`src/rtl/alu_pkg.sv`:
```
// Shared definitions for the multi-cycle ALU: op-code encodings and FSM states.
package alu_pkg;

    // ALUControl encodings
    localparam logic [2:0] ALU_AND  = 3'b000;
    localparam logic [2:0] ALU_OR   = 3'b001;
    localparam logic [2:0] ALU_ADD  = 3'b010;
    localparam logic [2:0] ALU_DIVU = 3'b011;
    localparam logic [2:0] ALU_SUB  = 3'b100;
    localparam logic [2:0] ALU_MUL  = 3'b101;
    localparam logic [2:0] ALU_SLTU = 3'b110;
    localparam logic [2:0] ALU_REMU = 3'b111;

    // Controller FSM states
    typedef logic [1:0] state_t;
    localparam state_t ST_IDLE = 2'd0;
    localparam state_t ST_MUL  = 2'd1;
    localparam state_t ST_DIV  = 2'd2;

endpackage

```
`src/rtl/alu_multicycle_if.sv`:
```
// Request/response bundle between a datapath controller and the multi-cycle ALU.
interface alu_multicycle_if #(
    parameter int WIDTH = 32
);
    logic             start;
    logic [WIDTH-1:0] srcA;
    logic [WIDTH-1:0] srcB;
    logic [2:0]       ALUControl;
    logic             busy;
    logic             done;
    logic [WIDTH-1:0] ALUResult;
    logic             zero;
    logic             overflow;

    modport master (
        output start, srcA, srcB, ALUControl,
        input  busy, done, ALUResult, zero, overflow
    );

    modport slave (
        input  start, srcA, srcB, ALUControl,
        output busy, done, ALUResult, zero, overflow
    );
endinterface

```
`src/rtl/alu_iter_unit.sv`:
```
// Iterative datapath: shift-add multiply (multiplier LSB first) and restoring
// divide (2*WIDTH partial remainder, MSB first), one bit per clock.
// 'result' presents the value the final iteration produces, so the
// controller can register it on the same edge that iteration completes.
module alu_iter_unit
    import alu_pkg::*;
#(
    parameter int WIDTH = 32
) (
    input  logic             clk,
    input  logic             rst,
    input  logic             load,
    input  logic [2:0]       op,
    input  logic [WIDTH-1:0] a,
    input  logic [WIDTH-1:0] b,
    output logic             last,
    output logic [WIDTH-1:0] result
);
    localparam int CW = $clog2(WIDTH);
    localparam logic [CW-1:0] CNT_INIT = CW'(WIDTH - 1);

    logic               active_r;
    logic               is_div_r;
    logic               is_rem_r;
    logic [CW-1:0]      count_r;
    logic [WIDTH-1:0]   acc_r;
    logic [WIDTH-1:0]   mcand_r;
    logic [WIDTH-1:0]   mplier_r;
    logic [WIDTH-1:0]   divisor_r;
    logic [2*WIDTH-1:0] prem_r;

    logic [WIDTH-1:0]   acc_next_s;
    logic [WIDTH:0]     trial_s;
    logic [WIDTH:0]     diff_s;
    logic [2*WIDTH-1:0] prem_next_s;

    // Next multiply accumulator and next partial remainder for one iteration
    always_comb begin
        acc_next_s  = acc_r;
        trial_s     = prem_r[2*WIDTH-1:WIDTH-1];
        diff_s      = trial_s - {1'b0, divisor_r};
        prem_next_s = prem_r;
        if (mplier_r[0]) begin
            acc_next_s = acc_r + mcand_r;
        end else begin
            acc_next_s = acc_r;
        end
        // The trial keeps one extra bit: the shifted-out remainder MSB matters
        if (trial_s >= {1'b0, divisor_r}) begin
            prem_next_s = {diff_s[WIDTH-1:0], prem_r[WIDTH-2:0], 1'b1};
        end else begin
            prem_next_s = {trial_s[WIDTH-1:0], prem_r[WIDTH-2:0], 1'b0};
        end
    end

    // Select the product, quotient (low half) or remainder (high half)
    always_comb begin
        result = acc_next_s;
        if (!is_div_r) begin
            result = acc_next_s;
        end else if (is_rem_r) begin
            result = prem_next_s[2*WIDTH-1:WIDTH];
        end else begin
            result = prem_next_s[WIDTH-1:0];
        end
    end

    assign last = active_r && (count_r == {CW{1'b0}});

    // Operand capture on load, then one iteration per clock until count 0
    always_ff @(posedge clk or negedge rst) begin
        if (!rst) begin
            active_r  <= 1'b0;
            is_div_r  <= 1'b0;
            is_rem_r  <= 1'b0;
            count_r   <= {CW{1'b0}};
            acc_r     <= {WIDTH{1'b0}};
            mcand_r   <= {WIDTH{1'b0}};
            mplier_r  <= {WIDTH{1'b0}};
            divisor_r <= {WIDTH{1'b0}};
            prem_r    <= {(2*WIDTH){1'b0}};
        end else if (load) begin
            active_r  <= 1'b1;
            is_div_r  <= (op == ALU_DIVU) || (op == ALU_REMU);
            is_rem_r  <= (op == ALU_REMU);
            count_r   <= CNT_INIT;
            acc_r     <= {WIDTH{1'b0}};
            mcand_r   <= a;
            mplier_r  <= b;
            divisor_r <= b;
            prem_r    <= {{WIDTH{1'b0}}, a};
        end else if (active_r) begin
            acc_r    <= acc_next_s;
            mcand_r  <= {mcand_r[WIDTH-2:0], 1'b0};
            mplier_r <= {1'b0, mplier_r[WIDTH-1:1]};
            prem_r   <= prem_next_s;
            if (count_r == {CW{1'b0}}) begin
                active_r <= 1'b0;
            end else begin
                count_r <= count_r - {{(CW-1){1'b0}}, 1'b1};
            end
        end else begin
            active_r <= 1'b0;
        end
    end

endmodule

```
`src/rtl/alu_multicycle.sv`:
```
// Multi-cycle MIPS-style ALU: single-cycle logic/arith ops plus iterative
// MUL/DIVU/REMU behind a start/busy/done handshake, all outputs registered.
module alu_multicycle
    import alu_pkg::*;
#(
    parameter int WIDTH = 32
) (
    input  logic             clk,
    input  logic             rst,
    alu_multicycle_if.slave  bus
);
    state_t           state_r;
    logic             busy_r;
    logic             done_r;
    logic [WIDTH-1:0] result_r;
    logic             zero_r;
    logic             overflow_r;

    logic [WIDTH-1:0] sum_s;
    logic [WIDTH-1:0] dif_s;
    logic [WIDTH-1:0] sc_result_s;
    logic             sc_overflow_s;
    logic             accept_s;
    logic             b_zero_s;
    logic             go_mul_s;
    logic             go_div_s;
    logic             iter_last_s;
    logic [WIDTH-1:0] iter_result_s;

    assign sum_s    = bus.srcA + bus.srcB;
    assign dif_s    = bus.srcA - bus.srcB;
    assign b_zero_s = (bus.srcB == {WIDTH{1'b0}});
    assign accept_s = bus.start && !busy_r && (state_r == ST_IDLE);

    // Decode which accepted requests hand off to the iterative unit
    always_comb begin
        go_mul_s = 1'b0;
        go_div_s = 1'b0;
        if (accept_s && (bus.ALUControl == ALU_MUL)) begin
            go_mul_s = 1'b1;
        end else if (accept_s && !b_zero_s &&
                     ((bus.ALUControl == ALU_DIVU) || (bus.ALUControl == ALU_REMU))) begin
            go_div_s = 1'b1;
        end else begin
            go_mul_s = 1'b0;
            go_div_s = 1'b0;
        end
    end

    // Single-cycle result, including the divide-by-zero shortcuts
    always_comb begin
        sc_result_s   = bus.srcA & bus.srcB;
        sc_overflow_s = 1'b0;
        case (bus.ALUControl)
            ALU_AND:  sc_result_s = bus.srcA & bus.srcB;
            ALU_OR:   sc_result_s = bus.srcA | bus.srcB;
            ALU_ADD: begin
                sc_result_s   = sum_s;
                sc_overflow_s = (bus.srcA[WIDTH-1] == bus.srcB[WIDTH-1]) &&
                                (sum_s[WIDTH-1] != bus.srcA[WIDTH-1]);
            end
            ALU_SUB: begin
                sc_result_s   = dif_s;
                sc_overflow_s = (bus.srcA[WIDTH-1] != bus.srcB[WIDTH-1]) &&
                                (dif_s[WIDTH-1] != bus.srcA[WIDTH-1]);
            end
            ALU_SLTU: sc_result_s = {{(WIDTH-1){1'b0}}, (bus.srcA < bus.srcB)};
            ALU_DIVU: sc_result_s = {WIDTH{1'b1}};
            ALU_REMU: sc_result_s = bus.srcA;
            default:  sc_result_s = bus.srcA & bus.srcB;
        endcase
    end

    alu_iter_unit #(
        .WIDTH (WIDTH)
    ) u_iter (
        .clk    (clk),
        .rst    (rst),
        .load   (go_mul_s || go_div_s),
        .op     (bus.ALUControl),
        .a      (bus.srcA),
        .b      (bus.srcB),
        .last   (iter_last_s),
        .result (iter_result_s)
    );

    // Controller FSM and output registers
    always_ff @(posedge clk or negedge rst) begin
        if (!rst) begin
            state_r    <= ST_IDLE;
            busy_r     <= 1'b0;
            done_r     <= 1'b0;
            result_r   <= {WIDTH{1'b0}};
            zero_r     <= 1'b1;
            overflow_r <= 1'b0;
        end else begin
            case (state_r)
                ST_IDLE: begin
                    if (go_mul_s) begin
                        state_r <= ST_MUL;
                        busy_r  <= 1'b1;
                        done_r  <= 1'b0;
                    end else if (go_div_s) begin
                        state_r <= ST_DIV;
                        busy_r  <= 1'b1;
                        done_r  <= 1'b0;
                    end else if (accept_s) begin
                        done_r     <= 1'b1;
                        result_r   <= sc_result_s;
                        zero_r     <= (sc_result_s == {WIDTH{1'b0}});
                        overflow_r <= sc_overflow_s;
                    end else begin
                        done_r <= 1'b0;
                    end
                end
                ST_MUL, ST_DIV: begin
                    if (iter_last_s) begin
                        state_r    <= ST_IDLE;
                        busy_r     <= 1'b0;
                        done_r     <= 1'b1;
                        result_r   <= iter_result_s;
                        zero_r     <= (iter_result_s == {WIDTH{1'b0}});
                        overflow_r <= 1'b0;
                    end else begin
                        done_r <= 1'b0;
                    end
                end
                default: begin
                    state_r <= ST_IDLE;
                    busy_r  <= 1'b0;
                    done_r  <= 1'b0;
                end
            endcase
        end
    end

    assign bus.busy      = busy_r;
    assign bus.done      = done_r;
    assign bus.ALUResult = result_r;
    assign bus.zero      = zero_r;
    assign bus.overflow  = overflow_r;

endmodule

```
`src/flat_wrapper.sv`:
```
// flat-port wrapper written by rule: the top's interface ports become plain ports
module alu_multicycle_flat import alu_pkg::*;
#(
    parameter int WIDTH = 32
)
  (clk, rst, bus_start, bus_srcA, bus_srcB, bus_ALUControl, bus_busy, bus_done, bus_ALUResult, bus_zero, bus_overflow);
  alu_multicycle_if #(.WIDTH(WIDTH)) bus_i ();
  input  logic clk;
  input  logic rst;
  input wire logic [$bits(bus_i.start)-1:0] bus_start;
  input wire logic [$bits(bus_i.srcA)-1:0] bus_srcA;
  input wire logic [$bits(bus_i.srcB)-1:0] bus_srcB;
  input wire logic [$bits(bus_i.ALUControl)-1:0] bus_ALUControl;
  output wire logic [$bits(bus_i.busy)-1:0] bus_busy;
  output wire logic [$bits(bus_i.done)-1:0] bus_done;
  output wire logic [$bits(bus_i.ALUResult)-1:0] bus_ALUResult;
  output wire logic [$bits(bus_i.zero)-1:0] bus_zero;
  output wire logic [$bits(bus_i.overflow)-1:0] bus_overflow;
  assign bus_i.start = bus_start;
  assign bus_i.srcA = bus_srcA;
  assign bus_i.srcB = bus_srcB;
  assign bus_i.ALUControl = bus_ALUControl;
  assign bus_busy = bus_i.busy;
  assign bus_done = bus_i.done;
  assign bus_ALUResult = bus_i.ALUResult;
  assign bus_zero = bus_i.zero;
  assign bus_overflow = bus_i.overflow;
  alu_multicycle #(.WIDTH(WIDTH)) u_core (.clk(clk), .rst(rst), .bus(bus_i));
endmodule
```
`config.mk`:
```
export PLATFORM = sky130hd
export DESIGN_NAME = alu_multicycle_flat
export DESIGN_NICKNAME = d
export VERILOG_FILES = /design/src/rtl/alu_pkg.sv /design/src/rtl/alu_multicycle_if.sv /design/src/rtl/alu_iter_unit.sv /design/src/rtl/alu_multicycle.sv /design/src/flat_wrapper.sv
export SDC_FILE = /design/constraint.sdc
export NUM_CORES = 1
export LEC_CHECK = 0
export BUFFER_PORTS_ARGS = -buffer_cell sky130_fd_sc_hd__buf_2
export CAP_MARGIN = 20
export CORE_ASPECT_RATIO = 1.25
export CORE_MARGIN = 2
export CORE_UTILIZATION = 50
export CTS_CLUSTER_SIZE = 14
export DETAILED_ROUTE_END_ITERATION = 12
export GPL_ROUTABILITY_DRIVEN = 0
export PLACE_DENSITY = 0.7
export SETUP_SLACK_MARGIN = 0.15
export SLEW_MARGIN = 5
export SYNTH_ARGS = -nofsm -noshare
export SYNTH_HDL_FRONTEND = slang
export SYNTH_SLANG_ARGS = --single-unit
export TNS_END_PERCENT = 1
```
`constraint.sdc`:
```
create_clock -name clk -period 3.8 [get_ports clk]
set_input_delay 0.76 -clock clk [delete_from_list [all_inputs] [get_ports clk]]
set_output_delay 0.76 -clock clk [all_outputs]
set_load 0.005 [all_outputs]
```
==> impl_metrics.json <==
{
  "critical_path.startpoint": "u_core.u_iter.prem_r[58]$_DFFE_PN0P_",
  "dr.pass1.iters": 9,
  "async_reset_ff_share_pct": 100,
  "pre_cts_slack_ns": -0.788,
  "worstMarginPinSlew_ns": 1.05,
  "routed_via_density": 6.40,
  "whs_ns": 0.228,
  "initial_utilization_pct": 50.7,
  "drive_gt1_share_pct": 28.4,
  "antenna_found_initial": 2,
  "relSlewSlack_pct": 29.7,
  "synth_most_common_cell": "a21oi_1",
  "multi_input_area_um2": 14400,
  "max-vdd-ir-drop_v": 0.000634,
  "fp.dieW_um": 187,
  "skew_ns": 0.0155,
  "drtIter0Drc": 3041,
  "worst_path_max_delay_cell": "a2111o_1",
  "start_kind": "flop",
  "crit_arrival_ns": 4.53,
  "grt_pass1_wl_um": 128000,
  "cts_made_buffers": 26,
  "grt_use_total_pct": 37.4,
  "antenna_left": 0,
  "grt_overflow": 0,
  "finalCritPeriodShare_pct": 107,
  "synth_common_cells": "250 x a21oi_1, 248 x nor2_1, 237 x dfrtp_1, 237 x nand2_1, 201 x o21ai_0",
  "io_pins": 106,
  "synth_edf_count": 0,
  "drc": 0,
  "synth-seq-cells": 238,
  "wirelength_um": 83900,
  "cpPeakStageDelay_ns": 0.43,
  "syn-cell-area_um2": 20900,
  "dp_cells": 3654,
  "crit_chain": "ha_1, buf_4, nand4_1, nor2_2, nand3_1, a211oi_2, buf_4, nor3_4, buf_12, mux2i_1, a2111o_1, nor4_2, buf_4, o21ai_2, nor4_2, nand4_1, o31ai_2",
  "seq_power_share_pct": 17.9,
  "min_period_ns": 4.06,
  "core_um2": 41100,
  "reg2regPathDepth": 17,
  "rrSetupSlack_ns": -0.26,
  "r2r-end": "u_core.bus.zero$_DFFE_PN1P_",
  "syn_nets": 2851,
  "violations": "negative setup slack",
  "regArea_um2": 5960,
  "fin_util_pct": 67.1,
  "combinationalPowerShare_pct": 72.3,
  "outcome": "finished with violations",
  "grt_pass1_vias": 23400,
  "report.final.slew_viol_count": 0,
  "cap_violations": 0,
  "crit_end": "u_core.bus.zero$_DFFE_PN1P_",
  "power_density_nw_per_um2": 979,
  "p_clk_share_pct": 9.8,
  "final_nets": 3401,
  "clkTransAtPathRegs_ns": 0.07,
  "yosysSeqAreaShare_pct": 28.6,
  "wire_per_inst_um": 22.5,
  "fmax_ghz": 0.246,
  "insertion_delay_ns": 0.56,
  "fin_ws_ns": -0.262,
  "fill_cells": 3313,
  "rsz0062_at_grt": "yes",
  "clock-root-buffer": "clkbuf_16",
  "cts_tree": "done",
  "tns_ns": -0.294,
  "vias": 23800,
  "synthFlopType": "dfrtp_1",
  "crit_path_frequent_cell": "buf_4",
  "hold_violations": 0,
  "swShare_pct": 47.4,
  "die-area_um2": 43400,
  "ys.warnings.count": 0,
  "critical_path.max_fanout": 6,
  "worstPathRequired_ns": 4.27,
  "postSynthAreaPerCell_um2": 8.01,
  "hold_class": "in2async",
  "yosysTopAreaCell": "dfrtp_1",
  "synth_area_leaders": "dfrtp_1 28%, ha_1 10%, mux2i_1 6.4%",
  "grt_max_degree": 177,
  "die_y_um": 232,
  "cp-end-kind": "flop",
  "htree_levels": 1,
  "p_switching_w": 0.0128,
  "worst-setup-path-type": "reg2reg",
  "place_hpwl_um": 63300,
  "intPower_w": 0.0142,
  "rr_startpoint": "u_core.u_iter.prem_r[58]$_DFFE_PN0P_",
  "synth_cell_type_count": 100,
  "synthCells": 2603,
  "setup_viol": 2,
  "p_leak_nw": 13.6,
  "instances_no_fill": 3727,
  "synth_top_area_share_pct": 28.4,
  "cts_buffer_depth": 3,
  "clock_sinks": 238,
  "rows": 83,
  "syn_to_final_growth_pct": 32.2,
  "cts_hold_buf": 0,
  "portBuffers": 105
}
## what timing repair did
| item | 4_1_cts | 5_1_grt |
|---|---|---|
| hold endpoints to repair | 0 | 0 |
| gates resized for setup | 68 | 76 |
| pin swaps | 29 | 36 |
| setup endpoints to repair | 15 | 23 |
| buffers inserted | 11 | 12 |
## per-stage QoR
step / area (um^2) / total power (W)
detailed placement: 25800 / 0.0218
floorplan: 21000 / 0.0148
global route: 27600 / 0.0285
global placement: 25800 / 0.0213
CTS: 27100 / 0.0254
finish: 27600 / 0.0270
## worst max-delay path, delay by kind of cell (launching register included)
kind | cells | cell delay, ns
DFF | 1 | 0.40
adders and majority gates | 1 | 0.30
AOI/OAI and AO/OA | 4 | 1.02
muxes | 1 | 0.12
and+or+nand+nor | 7 | 1.47
buffers and inverters | 4 | 0.63
## state kept, by name (all words and copies together), names as in the netlist
register,cells
u_core.u_iter.is_div_r,1
u_core.u_iter.divisor_r,32
u_core.bus.busy,1
u_core.bus.overflow,1
u_core.u_iter.prem_r,64
u_core.u_iter.is_rem_r,1
u_core.u_iter.acc_r,32
u_core.bus.ALUResult,32
u_core.u_iter.mplier_r,32
u_core.u_iter.count_r,5
u_core.u_iter.mcand_r,32
u_core.u_iter.active_r,1
u_core.state_r,2
u_core.bus.done,1
u_core.bus.zero,1
## per-layer routing
layer	vias up	global-route usage, %	share of wire, %
li1	10600	-	-
met1	11200	44.8	37
met2	1602	61.9	45
met3	513	5.71	9.6
met4	2	26.0	8.6
met5	-	0	0.015
## layout make-up
cell class / instances / share of cell area (%)
Clock inverter: 13 / 0.458
Sequential cell: 238 / 21.6
Timing Repair Buffer: 683 / 18.0
Multi-Input combinational cell: 2042 / 52.4
Clock buffer: 35 / 2.78
Antenna cell: 2 / 0.0181
Inverter: 162 / 2.23
Tap cell: 552 / 2.50
## layout by cell type (no fill, tap or decap), drive strengths merged, types with 11 or more instances in the layout
master  Yosys  routed
a211o      11      11
a211oi     67      67
a21o       52      52
a21oi     250     250
a221oi     35      35
a31oi      40      40
and2       14      14
and3       17      17
buf        26     683
clkbuf    135      35
dfrtp     237     237
ha        174     174
inv       161     163
mux2       11      11
mux2i     134     134
nand2     237     237
nand2b     13      13
nand3      39      39
nand4      27      27
nor2      248     248
nor2b      29      29
nor3       34      34
nor4       24      24
o211ai     22      22
o21a       12      12
o21ai     225     225
o21bai     14      14
o22ai      12      12
o31ai      13      13
or3        21      21
xnor2      48      48
xor2       30      30
## power by group through the flow
stage	Sequential (W)	Combinational (W)	Clock, W
5_1_grt	0.00492	0.0209	0.00276
4_1_cts	0.00476	0.0180	0.00265
3_3_place_gp	0.00474	0.0166	0
2_1_floorplan	0.00447	0.0103	0
6_report	0.00483	0.0195	0.00265
3_5_place_dp	0.00478	0.0171	0
## worst min path at each step
stage / startpoint / end / slack [ns]
floorplan: u_core.u_iter.mplier_r[31]$_DFFE_PN0P_ / u_core.u_iter.mplier_r[31]$_DFFE_PN0P_ / 0.45
global placement: u_core.bus.ALUResult[7]$_DFFE_PN0P_ / u_core.bus.ALUResult[7]$_DFFE_PN0P_ / 0.46
detailed placement: u_core.u_iter.mplier_r[31]$_DFFE_PN0P_ / u_core.u_iter.mplier_r[31]$_DFFE_PN0P_ / 0.47
CTS: rst / u_core.u_iter.acc_r[2]$_DFFE_PN0P_ / 0.29
global route: rst / u_core.u_iter.mcand_r[5]$_DFFE_PN0P_ / 0.29
finish: rst / u_core.u_iter.acc_r[2]$_DFFE_PN0P_ / 0.23
## logic make-up (layout without fill, tap and decap cells)
logic type                 after synthesis  count (layout)  share of synthesized area [%]
muxes                                  145             145                           7.04
AOI/OAI and AO/OA                      887             887                           27.5
and+or+nand+nor                        753             753                           16.8
other                                    0               2                              0
DFF                                    238             238                           28.6
buffers and inverters                  323             893                           5.96
adders and majority gates              179             179                           10.9
xor gates and xnor gates                78              78                           3.28
Power figures use the tool's default switching activity.
